<file path="config.mk">
export PLATFORM = sky130hd
export DESIGN_NAME = scan_decoder
export DESIGN_NICKNAME = d
export VERILOG_FILES = /design/src/rtl/scan_decoder_pkg.sv /design/src/rtl/scan_decoder_core.sv /design/src/rtl/scan_decoder.sv
export SDC_FILE = /design/constraint.sdc
export NUM_CORES = 1
export LEC_CHECK = 0
export ABC_AREA = 1
export CAP_MARGIN = 20
export CORE_ASPECT_RATIO = 0.7
export CORE_UTILIZATION = 45
export DETAILED_ROUTE_END_ITERATION = 7
export MAX_ROUTING_LAYER = met4
export PLACE_DENSITY_LB_ADDON = 0.05
export SLEW_MARGIN = 20
export SYNTH_ARGS = -nofsm -noshare
export SYNTH_HDL_FRONTEND = slang
export SYNTH_SLANG_ARGS = --single-unit
</file>
<file path="constraint.sdc">
create_clock -name clk -period 2.3 [get_ports clk]
set_clock_uncertainty 0.15 [all_clocks]
set_input_delay 0.46 -clock clk [delete_from_list [all_inputs] [get_ports clk]]
set_output_delay 0.46 -clock clk [all_outputs]
set_load 0.03 [all_outputs]
</file>
<file path="src/rtl/scan_decoder_pkg.sv">
// Shared definitions for the scan_decoder slice: mode encodings and FSM state type.
package scan_decoder_pkg;

  localparam logic [1:0] MODE_DIRECT = 2'b00;
  localparam logic [1:0] MODE_SCAN   = 2'b01;
  localparam logic [1:0] MODE_PULSE  = 2'b10;
  localparam logic [1:0] MODE_OFF    = 2'b11;

  typedef enum logic [1:0] {
    ST_IDLE,
    ST_HOLD,
    ST_PULSE,
    ST_SCAN
  } state_t;

endpackage

</file>
<file path="src/rtl/scan_decoder_core.sv">
// Combinational SEL_W-to-2**SEL_W one-hot decoder with enable, built recursively:
// the MSB splits the enable between two half-width decoders; SEL_W=1 is the leaf.
module decoder_core #(
  parameter int SEL_W = 3
) (
  input  logic                  i_en,
  input  logic [SEL_W-1:0]      i_sel,
  output logic [2**SEL_W-1:0]   o_onehot
);

  generate
    if (SEL_W == 1) begin : g_leaf
      assign o_onehot = {i_en & i_sel[0], i_en & ~i_sel[0]};
    end else begin : g_split
      logic w_en_lo;
      logic w_en_hi;

      assign w_en_hi = i_en &  i_sel[SEL_W-1];
      assign w_en_lo = i_en & ~i_sel[SEL_W-1];

      decoder_core #(.SEL_W(SEL_W-1)) u_lo (
        .i_en     (w_en_lo),
        .i_sel    (i_sel[SEL_W-2:0]),
        .o_onehot (o_onehot[2**(SEL_W-1)-1:0])
      );

      decoder_core #(.SEL_W(SEL_W-1)) u_hi (
        .i_en     (w_en_hi),
        .i_sel    (i_sel[SEL_W-2:0]),
        .o_onehot (o_onehot[2**SEL_W-1:2**(SEL_W-1)])
      );
    end
  endgenerate

endmodule

</file>
<file path="src/rtl/scan_decoder.sv">
// Registered one-hot decoder with direct-hold, one-shot pulse and free-running scan modes.
// Holds the FSM, dwell/pulse counters and the y/cur_sel output registers.
module scan_decoder
  import scan_decoder_pkg::*;
#(
  parameter int SEL_W     = 3,
  parameter int DWELL     = 4,
  parameter int PULSE_LEN = 2
) (
  input  logic                clk,
  input  logic                rst,
  input  logic                en,
  input  logic [1:0]          mode,
  input  logic [SEL_W-1:0]    sel,
  input  logic                sel_valid,
  output logic                sel_ready,
  output logic [2**SEL_W-1:0] y,
  output logic [SEL_W-1:0]    cur_sel,
  output logic                busy,
  output logic                wrap
);

  localparam int N    = 2**SEL_W;
  localparam int CW_D = $clog2(DWELL + 1);
  localparam int CW_P = $clog2(PULSE_LEN + 1);
  localparam logic [CW_D-1:0] DWELL_LAST = CW_D'(DWELL - 1);
  localparam logic [CW_P-1:0] PULSE_LAST = CW_P'(PULSE_LEN - 1);

  state_t            r_state;
  state_t            w_state_nxt;
  logic [1:0]        r_mode_prev;
  logic [SEL_W-1:0]  r_cur_sel;
  logic [SEL_W-1:0]  w_sel_nxt;
  logic [CW_D-1:0]   r_dwell;
  logic [CW_D-1:0]   w_dwell_nxt;
  logic [CW_P-1:0]   r_pulse;
  logic [CW_P-1:0]   w_pulse_nxt;
  logic              r_wrap;
  logic              w_wrap_nxt;
  logic [N-1:0]      r_y;
  logic [N-1:0]      w_y_nxt;
  logic              w_y_on;
  logic              w_mode_chg;
  logic              w_accept;
  logic              w_resume;

  always_ff @(posedge clk) begin
    if (rst) begin
      r_state     <= ST_IDLE;
      r_mode_prev <= mode;
      r_cur_sel   <= '0;
      r_dwell     <= '0;
      r_pulse     <= '0;
      r_wrap      <= 1'b0;
      r_y         <= '0;
    end else begin
      r_state     <= w_state_nxt;
      r_mode_prev <= mode;
      r_cur_sel   <= w_sel_nxt;
      r_dwell     <= w_dwell_nxt;
      r_pulse     <= w_pulse_nxt;
      r_wrap      <= w_wrap_nxt;
      r_y         <= w_y_nxt;
    end
  end

  // An active state with y cleared means en just returned: re-drive y without counting.
  always_comb begin
    w_state_nxt = r_state;
    w_sel_nxt   = r_cur_sel;
    w_dwell_nxt = r_dwell;
    w_pulse_nxt = r_pulse;
    w_wrap_nxt  = 1'b0;
    w_y_on      = 1'b0;
    w_resume    = (r_y == '0);
    if (w_mode_chg) begin
      w_state_nxt = ST_IDLE;
      w_dwell_nxt = '0;
      w_pulse_nxt = '0;
    end else if (en) begin
      case (r_state)
        ST_IDLE: begin
          if (w_accept && mode == MODE_DIRECT) begin
            w_state_nxt = ST_HOLD;
            w_sel_nxt   = sel;
            w_y_on      = 1'b1;
          end else if (w_accept && mode == MODE_PULSE) begin
            w_state_nxt = ST_PULSE;
            w_sel_nxt   = sel;
            w_pulse_nxt = '0;
            w_y_on      = 1'b1;
          end else if (mode == MODE_SCAN) begin
            w_state_nxt = ST_SCAN;
            w_sel_nxt   = '0;
            w_dwell_nxt = '0;
            w_y_on      = 1'b1;
          end
        end
        ST_HOLD: begin
          w_y_on = 1'b1;
          if (w_accept) w_sel_nxt = sel;
        end
        ST_PULSE: begin
          w_y_on = 1'b1;
          if (!w_resume) begin
            if (r_pulse == PULSE_LAST) begin
              w_state_nxt = ST_IDLE;
              w_pulse_nxt = '0;
              w_y_on      = 1'b0;
            end else begin
              w_pulse_nxt = r_pulse + 1'b1;
            end
          end
        end
        ST_SCAN: begin
          w_y_on = 1'b1;
          if (!w_resume) begin
            if (r_dwell == DWELL_LAST) begin
              w_dwell_nxt = '0;
              w_sel_nxt   = r_cur_sel + 1'b1;
              w_wrap_nxt  = (r_cur_sel == '1);
            end else begin
              w_dwell_nxt = r_dwell + 1'b1;
            end
          end
        end
        default: w_state_nxt = ST_IDLE;
      endcase
    end
  end

  always_comb begin
    w_mode_chg = (mode != r_mode_prev);
    sel_ready  = 1'b0;
    if (en && !w_mode_chg) begin
      if (mode == MODE_DIRECT)
        sel_ready = (r_state == ST_IDLE) || (r_state == ST_HOLD);
      else if (mode == MODE_PULSE)
        sel_ready = (r_state == ST_IDLE);
    end
    w_accept = sel_valid && sel_ready;
    busy     = (r_state == ST_PULSE) || (r_state == ST_SCAN);
  end

  decoder_core #(.SEL_W(SEL_W)) u_core (
    .i_en     (w_y_on),
    .i_sel    (w_sel_nxt),
    .o_onehot (w_y_nxt)
  );

  assign y       = r_y;
  assign cur_sel = r_cur_sel;
  assign wrap    = r_wrap;

endmodule

</file>
# [After elaboration in Yosys (flattened, before gate mapping)]
# Cells that the tools add are included.
[word_totals] register_bits=21
[op_classes] n_addsub=3 n_eq_ne=17 mux=37 bitwise_logic=20 n_reduce_logical=18
[ops] cell="two-way mux 3 bit" n=13
[ops] cell="two-way mux 2 bit" n=9
[ops] cell="AND 1 bit" n=14
[ops] cell="inequality test 2 bit, second input constant" n=7
[ops] cell="two-way mux 1 bit" n=10
[ops] cell="AND reduction 5 bit" n=2
[ops] cell="case mux 3 bit (3 select lines)" n=1
[ops] cell="zero test 8 bit" n=1
[ops] cell="case mux 2 bit (2 select lines)" n=2
[ops] cell="adder 3 x 1 -> 3 bit, second input constant" n=2
[ops] cell="== test 2 x 1 -> 1 bit, second input constant" n=3
[ops] cell="== test 2 bit, second input constant" n=3
[ops] cell="inverter 1 bit" n=6
[ops] cell="case mux 3 bit (2 select lines)" n=1
[ops] cell="AND reduction 6 bit" n=1
[ops] cell="OR reduction 6 bit" n=1
[ops] cell="logical AND 1 bit" n=4
[ops] cell="zero test 2 bit" n=2
[ops] cell="inequality test 4 bit, second input constant" n=1
[ops] cell="nonzero test 2 bit" n=2
[ops] cell="OR reduction 2 bit" n=2
[ops] cell="== test 3 x 2 -> 1 bit, second input constant" n=1
[ops] cell="== test 3 bit, second input constant" n=1
[ops] cell="case mux 1 bit (3 select lines)" n=1
[ops] cell="other kinds (4)" n=5

# [Logic depth before layout (Yosys ltp)]
# Gate-level depths: netlist (run 1).
[logic_depth] ltp_word=15 mapped_depth=13

# [Cells and area by module]
# Synthesis (run 1) repeated with hierarchy kept, for this count alone.
[hier_totals] hier_cells=221 hier_area_um2=1353.8
[modules_own_cells] mod="scan_decoder" n_inst=1 cells_per_inst=193 area_per_inst_um2=1231.2 seq_area_each_um2=420.4
[modules_own_cells] mod="decoder_core" n_inst=7 cells_per_inst=4 area_per_inst_um2=17.5 seq_area_each_um2=0.0

# [Least setup slack after synthesis (run 1)]
# Ideal clock, no wire load.
[synth_timing] kind="reg2reg" startpoint="reg r_cur_sel[1], in the netlist cur_sel[1]" endpoint="reg r_y[7], in the netlist y[7]" setup_ns=0.119 arrival_time_ns=1.700 required_ns=2.031 path_slack_ns=0.331 stages_incl_launch_ff=14 cell_sequence="dfxtp_1 ha_1 ha_1 nand3b_1 nand2_1 o21ai_0 nand3_1 nand2_1 nor2_1 nand3_2 nand2_2 nor2_2 nand2_1 nor2_1"
[synth_via] elab_chain_len=9 elab_cells_between_ends=13
[synth_rtl] item="from (decl)" line_no="scan_decoder.sv:32" text="logic [SEL_W-1:0] r_cur_sel;"
[synth_rtl] item="from (signal assigned)" line_no="scan_decoder.sv:59" text="r_cur_sel <= w_sel_nxt;"
[synth_rtl] item="adder 3 x 1 -> 3 bit" line_no="scan_decoder.sv:120" text="w_sel_nxt = r_cur_sel + 1'b1;"
[synth_rtl] item="two-way mux 3 bit" line_no="scan_decoder.sv:118" text="if (r_dwell == DWELL_LAST) begin"
[synth_rtl] item="two-way mux 3 bit" line_no="scan_decoder.sv:117" text="if (!w_resume) begin"
[synth_rtl] item="case mux 3 bit (3 select lines)" line_no="scan_decoder.sv:81" text="case (r_state)"
[synth_rtl] item="two-way mux 3 bit" line_no="scan_decoder.sv:80" text="end else if (en) begin"
[synth_rtl] item="two-way mux 3 bit (*)" line_no="scan_decoder.sv:76" text="if (w_mode_chg) begin"
[synth_rtl] item="AND 1 bit" line_no="scan_decoder_core.sv:18" text="assign w_en_hi = i_en & i_sel[SEL_W-1];"
[synth_rtl] item="AND 1 bit (*)" line_no="scan_decoder_core.sv:18"
[synth_rtl] item="AND 1 bit (*)" line_no="scan_decoder_core.sv:13" text="assign o_onehot = {i_en & i_sel[0], i_en & ~i_sel[0]};"
[synth_rtl] item="to (signal assigned)" line_no="scan_decoder.sv:63" text="r_y <= w_y_nxt;"
[synth_rtl] item="to (decl)" line_no="scan_decoder.sv:40" text="logic [N-1:0] r_y;"
# Mark *: on every way between the ends. The rest lies on a longest branch, timed or not.
# A chain may end at the register's enable or synchronous reset.

# [Final worst setup path (run 1)]
[layout_timing] startpoint="in mode[0]" endpoint="out sel_ready"
[layout_via] elab_chain_len=4 elab_cells_between_ends=8
[layout_rtl] item="from (decl)" line_no="scan_decoder.sv:13" text="input logic [1:0] mode,"
[layout_rtl] item="== test 2 bit or inequality test 2 bit (tied branches)" line_no="scan_decoder.sv:138, scan_decoder.sv:133"
[layout_rtl] item="two-way mux 1 bit or zero test 1 bit (tied branches)" line_no="scan_decoder.sv:138, scan_decoder.sv:135"
[layout_rtl] item="two-way mux 1 bit or logical AND 1 bit (tied branches)" line_no="scan_decoder.sv:136, scan_decoder.sv:135"
[layout_rtl] item="two-way mux 1 bit (*)" line_no="scan_decoder.sv:135" text="if (en && !w_mode_chg) begin"
[layout_rtl] item="to (decl)" line_no="scan_decoder.sv:16" text="output logic sel_ready,"
# Marked as above.

==> run_summary.xml, run 1 <==
<?xml version="1.0" encoding="UTF-8"?>
<metrics>
  <group name="outcome">
    <metric name="outcome" unit="">finished clean</metric>
  </group>
  <group name="worst_hold_path">
    <metric name="hold_crit_path_type" unit="">flip-flop to flip-flop</metric>
  </group>
  <group name="routing">
    <metric name="drtPass1Iterations" unit="">4</metric>
    <metric name="route.antenna.remaining_nets" unit="">0</metric>
    <metric name="detail_route.drc_violations" unit="">0</metric>
    <metric name="drt-initial-drc-count" unit="">93</metric>
    <metric name="route.detailed.wl_per_inst" unit="um">11.6</metric>
    <metric name="routed_via_density" unit="">4.90</metric>
    <metric name="postRouteWirelength" unit="mm">2.93</metric>
    <metric name="routed-via-count" unit="">1234</metric>
  </group>
  <group name="power_and_ir_drop">
    <metric name="p_leak" unit="nW">0.767</metric>
    <metric name="ir_worst_vdd" unit="V">0.000335</metric>
    <metric name="pwr_density_cell" unit="nW/um^2">483</metric>
  </group>
  <group name="timing">
    <metric name="final.period_utilization" unit="">0.947</metric>
    <metric name="final_min_period" unit="ns">2.18</metric>
    <metric name="finalHoldViolations" unit="">0</metric>
    <metric name="max_slew.worst_pin.slew" unit="ns">0.401</metric>
    <metric name="clock.fmax" unit="MHz">459</metric>
    <metric name="timing.max_slew.rel_slack" unit="">0.732</metric>
    <metric name="maxSlewViolCount" unit="">0</metric>
    <metric name="fin_ws" unit="ns">0.121</metric>
    <metric name="report.final.setup_viol" unit="">0</metric>
  </group>
  <group name="floorplan">
    <metric name="floorplan.die.width" unit="um">63.9</metric>
    <metric name="io_pins" unit="">23</metric>
    <metric name="rows" unit="">15</metric>
    <metric name="die_area" unit="sq um">2900</metric>
    <metric name="design.core.area" unit="sq um">2500</metric>
    <metric name="initial_utilization" unit="">0.484</metric>
    <metric name="die_height" unit="um">45.4</metric>
  </group>
  <group name="global_routing">
    <metric name="grt.met3_usage" unit="">0.0530</metric>
    <metric name="grt_remaining_overflow" unit="">0</metric>
    <metric name="globalRouteTotalUtil" unit="">0.241</metric>
    <metric name="grt_antenna_before_repair" unit="">0</metric>
    <metric name="global_route.usage.met1" unit="">0.337</metric>
    <metric name="first_global_vias" unit="">1070</metric>
    <metric name="grt_max_degree" unit="">13</metric>
    <metric name="grt_first_pass_wirelength" unit="mm">4.97</metric>
    <metric name="grt_util_met2" unit="">0.343</metric>
    <metric name="globalRoute.busiestLayer" unit="">met2</metric>
  </group>
  <group name="finish">
    <metric name="number_of_inserted_filler_cells_in_the_final_layout" unit="">226</metric>
    <metric name="design.final.nets" unit="">231</metric>
    <metric name="utilization" unit="">0.644</metric>
    <metric name="n_antenna_cell" unit="">0</metric>
    <metric name="drive_above_1_share" unit="">0.165</metric>
    <metric name="flow.area_growth_from_synthesis" unit="%">32.9</metric>
  </group>
  <group name="placement">
    <metric name="place.gp.congestion" unit="">0.857</metric>
    <metric name="detailed_place_hpwl" unit="mm">2.34</metric>
    <metric name="dp_worst_setup_slack" unit="ns">-0.121</metric>
    <metric name="port_buffers" unit="">22</metric>
  </group>
  <group name="clock_network">
    <metric name="clk_root_buffer_cell" unit="">clkbuf_8</metric>
    <metric name="ctsHoldBuffers" unit="">0</metric>
    <metric name="cts_inserted_buffers" unit="">3</metric>
    <metric name="cts.clk_slew.worst_paths" unit="ns">0.08</metric>
    <metric name="tritoncts_num_sinks" unit="">21</metric>
    <metric name="tritoncts" unit="">built</metric>
    <metric name="cts_buffer_depth" unit="">2</metric>
    <metric name="worst_skew_pair.late_latency" unit="ns">0.26</metric>
    <metric name="ctsHtreeMaxLevel" unit="">1</metric>
  </group>
  <group name="critical_path">
    <metric name="timing.setup.critical_path_class" unit="">primary input to primary output</metric>
    <metric name="timing.critical_path.from_type" unit="">primary input</metric>
    <metric name="timing.critical_path.fanout_max" unit="">3</metric>
    <metric name="signal_arrival_time_at_the_worst_endpoint" unit="ns">1.57</metric>
    <metric name="required" unit="ns">1.69</metric>
    <metric name="worstSetupEndpointType" unit="">primary output</metric>
  </group>
  <group name="yosys">
    <metric name="yosys_register_bits" unit="">21</metric>
    <metric name="synth_cell_type_count" unit="">21</metric>
    <metric name="post_synth_instance_area" unit="sq um">1210</metric>
    <metric name="synthCells" unit="">183</metric>
    <metric name="yosysWarningCount" unit="">0</metric>
    <metric name="syn_avg_cell_area" unit="sq um">6.60</metric>
    <metric name="ys_seq_area_frac" unit="">0.348</metric>
    <metric name="syn-num-nets" unit="">195</metric>
  </group>
  <group name="job">
    <metric name="cap_violations" unit="">0</metric>
  </group>
</metrics>
-- cells in the final DEF, fill, tap and decap left out, drive strengths merged --
cell	count
nand2	46
nor2	34
inv	32
dfxtp	21
nand3	21
clkdlybuf4s50	20
buf	11
o21ai	8
nand3b	5
a31oi	4
a21oi	3
ha	3
clkbuf	3
a211oi	2
nand4	1
o211ai	1
nor3	1
clkinv	1
dlygate4sd2	1
-- path summary, 6_finish.rpt --
| kind | start | to | slack [ns] | cells past startpoint |
|---|---|---|---|---|
| min | r_pulse[1]$_SDFFE_PP0P_ | r_pulse[1]$_SDFFE_PP0P_ | 0.31 | 2 |
| max reg2reg | cur_sel[0]$_SDFF_PP0_ | y[6]$_SDFF_PP0_ | 0.35 | 13 |
| min reg2reg | r_pulse[1]$_SDFFE_PP0P_ | r_pulse[1]$_SDFFE_PP0P_ | 0.31 | 2 |
| max | mode[0] | sel_ready | 0.12 | 8 |
-- through the flow --
step	instances	TNS, ns	total power, W	hold WS [ns]	area (sq um)
after CTS	252	0	0.000783	0.304	1590
after global routing	252	-0.00688	0.000815	0.335	1610
after floorplan	183	0	0.000473	0.266	1210
after global placement	247	-0.679	0.000530	0.284	1530
after detailed placement	247	-1.16	0.000532	0.291	1530
final	252	0	0.000776	0.305	1610
-- flip-flops by register name, summed over array words and instances, names as in the netlist --
signal / flops
cur_sel: 3
r_dwell: 3
r_mode_prev: 2
r_pulse: 2
r_state: 2
wrap: 1
y: 8
-- Yosys cell counts (all sizes together) --
master  count  share of area
a21oi       3          0.012
o21ai       8          0.033
nor3        1         0.0041
o211ai      1         0.0062
dfxtp      21           0.35
ha          3          0.031
a31oi       4          0.021
nand3b      5          0.031
nor2       34           0.12
nand4       1          0.018
a211oi      2          0.012
clkbuf      1         0.0031
inv        32          0.099
nand2      46           0.15
nand3      21           0.10
-- worst max-delay path, stage by stage --
cell and delay, ns:
clkdlybuf4s50_1 0.49, inv_1 0.06, nand2_1 0.06, nand2_2 0.08
inv_2 0.07, nand3_4 0.09, nor2_4 0.13, buf_6 0.14
-- cell type report --
type,count,area (sq um),area share
Sequential cell,21,420,0.262
Clock inverter,1,5.00,0.00312
Multi-Input combinational cell,129,682,0.424
Inverter,32,120,0.0748
Timing Repair Buffer,32,295,0.184
Clock buffer,3,41.3,0.0257
Tap cell,34,42.5,0.0265
-- metal layers --
layer,wire [um],vias up
met5,0,-
met2,1220,32
met3,152,5
met4,44,0
li1,-,648
met1,1510,549
-- repair_timing --
item,in CTS,in global routing
resized for setup,2,6
pin swaps,1,2
endpoints found under the setup margin,1,12
setup buffers,1,0
-- power breakdown --
part           switching [W]  internal (W)  leakage [nW]
Combinational      0.0000904     0.0000622         0.571
Clock               0.000124      0.000121        0.0255
Sequential        0.00000789      0.000371         0.170
Total               0.000222      0.000554         0.767
-- cells by family (layout without fill, tap and decap cells) --
family | count (synthesis) | count (layout) | share of synthesized area
buffers and inverters | 33 | 68 | 0.102
and+or+nand+nor | 108 | 108 | 0.434
DFF | 21 | 21 | 0.348
adders and majority gates | 3 | 3 | 0.0311
AOI/OAI and AO/OA | 18 | 18 | 0.0849
Note: power is estimated with default switching activity, not from simulation.
==> run 2: changes to the inputs <==
--- a/config.mk
+++ b/config.mk
@@ -12,6 +12,7 @@
 export DETAILED_ROUTE_END_ITERATION = 7
 export MAX_ROUTING_LAYER = met4
 export PLACE_DENSITY_LB_ADDON = 0.05
+export SKIP_LAST_GASP = 1
 export SLEW_MARGIN = 20
 export SYNTH_ARGS = -nofsm -noshare
 export SYNTH_HDL_FRONTEND = slang
==> run_summary.xml, run 2 (same netlist as run 1, synthesis figures left out) <==
<?xml version="1.0" encoding="UTF-8"?>
<metrics>
  <group name="outcome">
    <metric name="outcome" unit="">finished clean</metric>
  </group>
  <group name="clock_network">
    <metric name="cts_buffer_depth" unit="">2</metric>
    <metric name="cts_inserted_buffers" unit="">3</metric>
    <metric name="cts.clk_slew.worst_paths" unit="ns">0.08</metric>
    <metric name="tritoncts" unit="">built</metric>
    <metric name="tritoncts_num_sinks" unit="">21</metric>
    <metric name="ctsHoldBuffers" unit="">0</metric>
    <metric name="worst_skew_pair.late_latency" unit="ns">0.27</metric>
    <metric name="ctsHtreeMaxLevel" unit="">1</metric>
    <metric name="clk_root_buffer_cell" unit="">clkbuf_8</metric>
  </group>
  <group name="critical_path">
    <metric name="critical_path.slowest_cell" unit="">clkdlybuf4s50_1</metric>
    <metric name="timing.setup.critical_path_class" unit="">primary input to primary output</metric>
    <metric name="timing.critical_path.fanout_max" unit="">3</metric>
    <metric name="required" unit="ns">1.69</metric>
    <metric name="critical-path-top-delay-family" unit="">buffers and inverters</metric>
    <metric name="worstSetupEndpointType" unit="">primary output</metric>
    <metric name="critical-path-max-stage-delay" unit="ns">0.49</metric>
    <metric name="crit_path_cell_trace" unit="">clkdlybuf4s50_1 -&gt; inv_1 -&gt; nand2_1 -&gt; nand2_2 -&gt; inv_2 -&gt; nand3_4 -&gt; nor2_4 -&gt; buf_4</metric>
    <metric name="signal_arrival_time_at_the_worst_endpoint" unit="ns">1.61</metric>
    <metric name="timing.critical_path.from_type" unit="">primary input</metric>
    <metric name="critical_path.n_buffers_inverters" unit="">4</metric>
  </group>
  <group name="floorplan">
    <metric name="design.core.area" unit="sq um">2500</metric>
    <metric name="rows" unit="">15</metric>
    <metric name="floorplan.die.width" unit="um">63.9</metric>
    <metric name="initial_utilization" unit="">0.484</metric>
    <metric name="io_pins" unit="">23</metric>
    <metric name="die_height" unit="um">45.4</metric>
    <metric name="die_area" unit="sq um">2900</metric>
  </group>
  <group name="finish">
    <metric name="flow.area_growth_from_synthesis" unit="%">32.6</metric>
    <metric name="multiInputGateArea" unit="sq um">682</metric>
    <metric name="number_of_inserted_filler_cells_in_the_final_layout" unit="">226</metric>
    <metric name="fin_cells" unit="">252</metric>
    <metric name="ff_latch_area" unit="sq um">420</metric>
    <metric name="n_antenna_cell" unit="">0</metric>
    <metric name="design.final.nets" unit="">231</metric>
    <metric name="largest_reg_flops" unit="">8</metric>
    <metric name="mostFrequentLayoutCell" unit="">nand2_1</metric>
    <metric name="commonest_cells_after_routing_fill_and_taps_aside" unit="">nand2_1, inv_1, nor2_1</metric>
    <metric name="drive_above_1_share" unit="">0.165</metric>
  </group>
  <group name="timing">
    <metric name="maxSlewViolCount" unit="">0</metric>
    <metric name="clock.fmax" unit="MHz">451</metric>
    <metric name="grt_setup_unrepaired" unit="">true</metric>
    <metric name="final.period_utilization" unit="">0.963</metric>
    <metric name="max_slew.worst_pin.slew" unit="ns">0.408</metric>
    <metric name="final_min_period" unit="ns">2.22</metric>
    <metric name="report.final.setup_viol" unit="">0</metric>
    <metric name="timing.max_slew.rel_slack" unit="">0.727</metric>
    <metric name="finalHoldViolations" unit="">0</metric>
  </group>
  <group name="routing">
    <metric name="detail_route.drc_violations" unit="">0</metric>
    <metric name="drt-initial-drc-count" unit="">87</metric>
    <metric name="route.antenna.remaining_nets" unit="">0</metric>
    <metric name="route.detailed.wl_per_inst" unit="um">11.7</metric>
    <metric name="routed-via-count" unit="">1225</metric>
    <metric name="postRouteWirelength" unit="mm">2.94</metric>
    <metric name="drtPass1Iterations" unit="">5</metric>
    <metric name="routed_via_density" unit="">4.86</metric>
  </group>
  <group name="power_and_ir_drop">
    <metric name="swShare" unit="">0.287</metric>
    <metric name="pwr_density_cell" unit="nW/um^2">485</metric>
    <metric name="share_seq_of_total_power" unit="">0.487</metric>
    <metric name="p_int" unit="W">0.000554</metric>
    <metric name="finalPower" unit="W">0.000777</metric>
    <metric name="clock_power_share" unit="">0.316</metric>
    <metric name="ir_worst_vdd" unit="V">0.000335</metric>
    <metric name="power.combinational.fraction" unit="">0.196</metric>
    <metric name="p_leak" unit="nW">0.766</metric>
    <metric name="p_sw" unit="W">0.000223</metric>
  </group>
  <group name="global_routing">
    <metric name="grt_max_degree" unit="">13</metric>
    <metric name="grt_remaining_overflow" unit="">0</metric>
    <metric name="first_global_vias" unit="">1070</metric>
    <metric name="grt_antenna_before_repair" unit="">0</metric>
    <metric name="globalRouteTotalUtil" unit="">0.241</metric>
    <metric name="grt_first_pass_wirelength" unit="mm">4.97</metric>
  </group>
  <group name="worst_hold_path">
    <metric name="hold_crit_path_type" unit="">flip-flop to flip-flop</metric>
  </group>
  <group name="placement">
    <metric name="numPlacedInstances" unit="">247</metric>
    <metric name="port_buffers" unit="">22</metric>
    <metric name="detailed_place_hpwl" unit="mm">2.34</metric>
    <metric name="place.gp.congestion" unit="">0.857</metric>
  </group>
  <group name="job">
    <metric name="cap_violations" unit="">0</metric>
  </group>
</metrics>
run 2: tightest hold or removal path, stage by stage, from the launching register on:
cell and delay [ns]:
dfxtp_1 0.30, inv_1 0.07, nor2_1 0.05
run 2: power groups by stage:
stage          combinational [W]  clock, W  sequential [W]
2_1_floorplan          0.0000810         0        0.000392
3_3_place_gp            0.000144         0        0.000387
3_5_place_dp            0.000145         0        0.000387
4_1_cts                 0.000148  0.000257        0.000378
5_1_grt                 0.000170  0.000265        0.000380
6_report                0.000152  0.000246        0.000379
run 2: worst paths after layout:
kind	slack, ns	depth (start not counted)	from	endpoint
worst max-delay path	0.08	8	mode[0]	sel_ready
worst min-delay path	0.31	2	r_pulse[1]$_SDFFE_PP0P_	r_pulse[1]$_SDFFE_PP0P_
worst max register to register	0.35	13	cur_sel[0]$_SDFF_PP0_	y[6]$_SDFF_PP0_
worst min register to register	0.31	2	r_pulse[1]$_SDFFE_PP0P_	r_pulse[1]$_SDFFE_PP0P_
run 2: what timing repair did:
action,CTS,global route
gates resized for setup,2,5
pin swaps,1,1
setup endpoints to repair,1,12
gates cloned,0,0
buffers inserted,1,0
endpoints found under the hold margin,0,0
run 2: area by class of cell:
type,instances,area share
Clock inverter,1,0.00312
Sequential cell,21,0.262
Inverter,32,0.0749
Clock buffer,3,0.0258
Tap cell,34,0.0265
Multi-Input combinational cell,129,0.425
Timing Repair Buffer,32,0.182
run 2: per-layer routing:
layer	wire, um	vias up	share of wire	track usage
met5	0	-	0	-
met2	1210	34	0.41	0.343
met1	1550	537	0.53	0.337
met3	133	5	0.045	0.0530
met4	44	0	0.015	0.0818
li1	-	649	-	-
run 2: per-stage QoR:
step / util / hold slack (ns) / area (sq um) / setup slack (ns) / TNS, ns
finish: 0.642 / 0.306 / 1600 / 0.0846 / 0
detailed placement: 0.614 / 0.291 / 1530 / -0.121 / -1.16
floorplan: - / 0.266 / 1210 / 0.331 / 0
CTS: 0.638 / 0.304 / 1590 / 0.0101 / 0
global placement: 0.614 / 0.284 / 1530 / -0.0906 / -0.679
global route: 0.642 / 0.335 / 1600 / -0.0233 / -0.0470
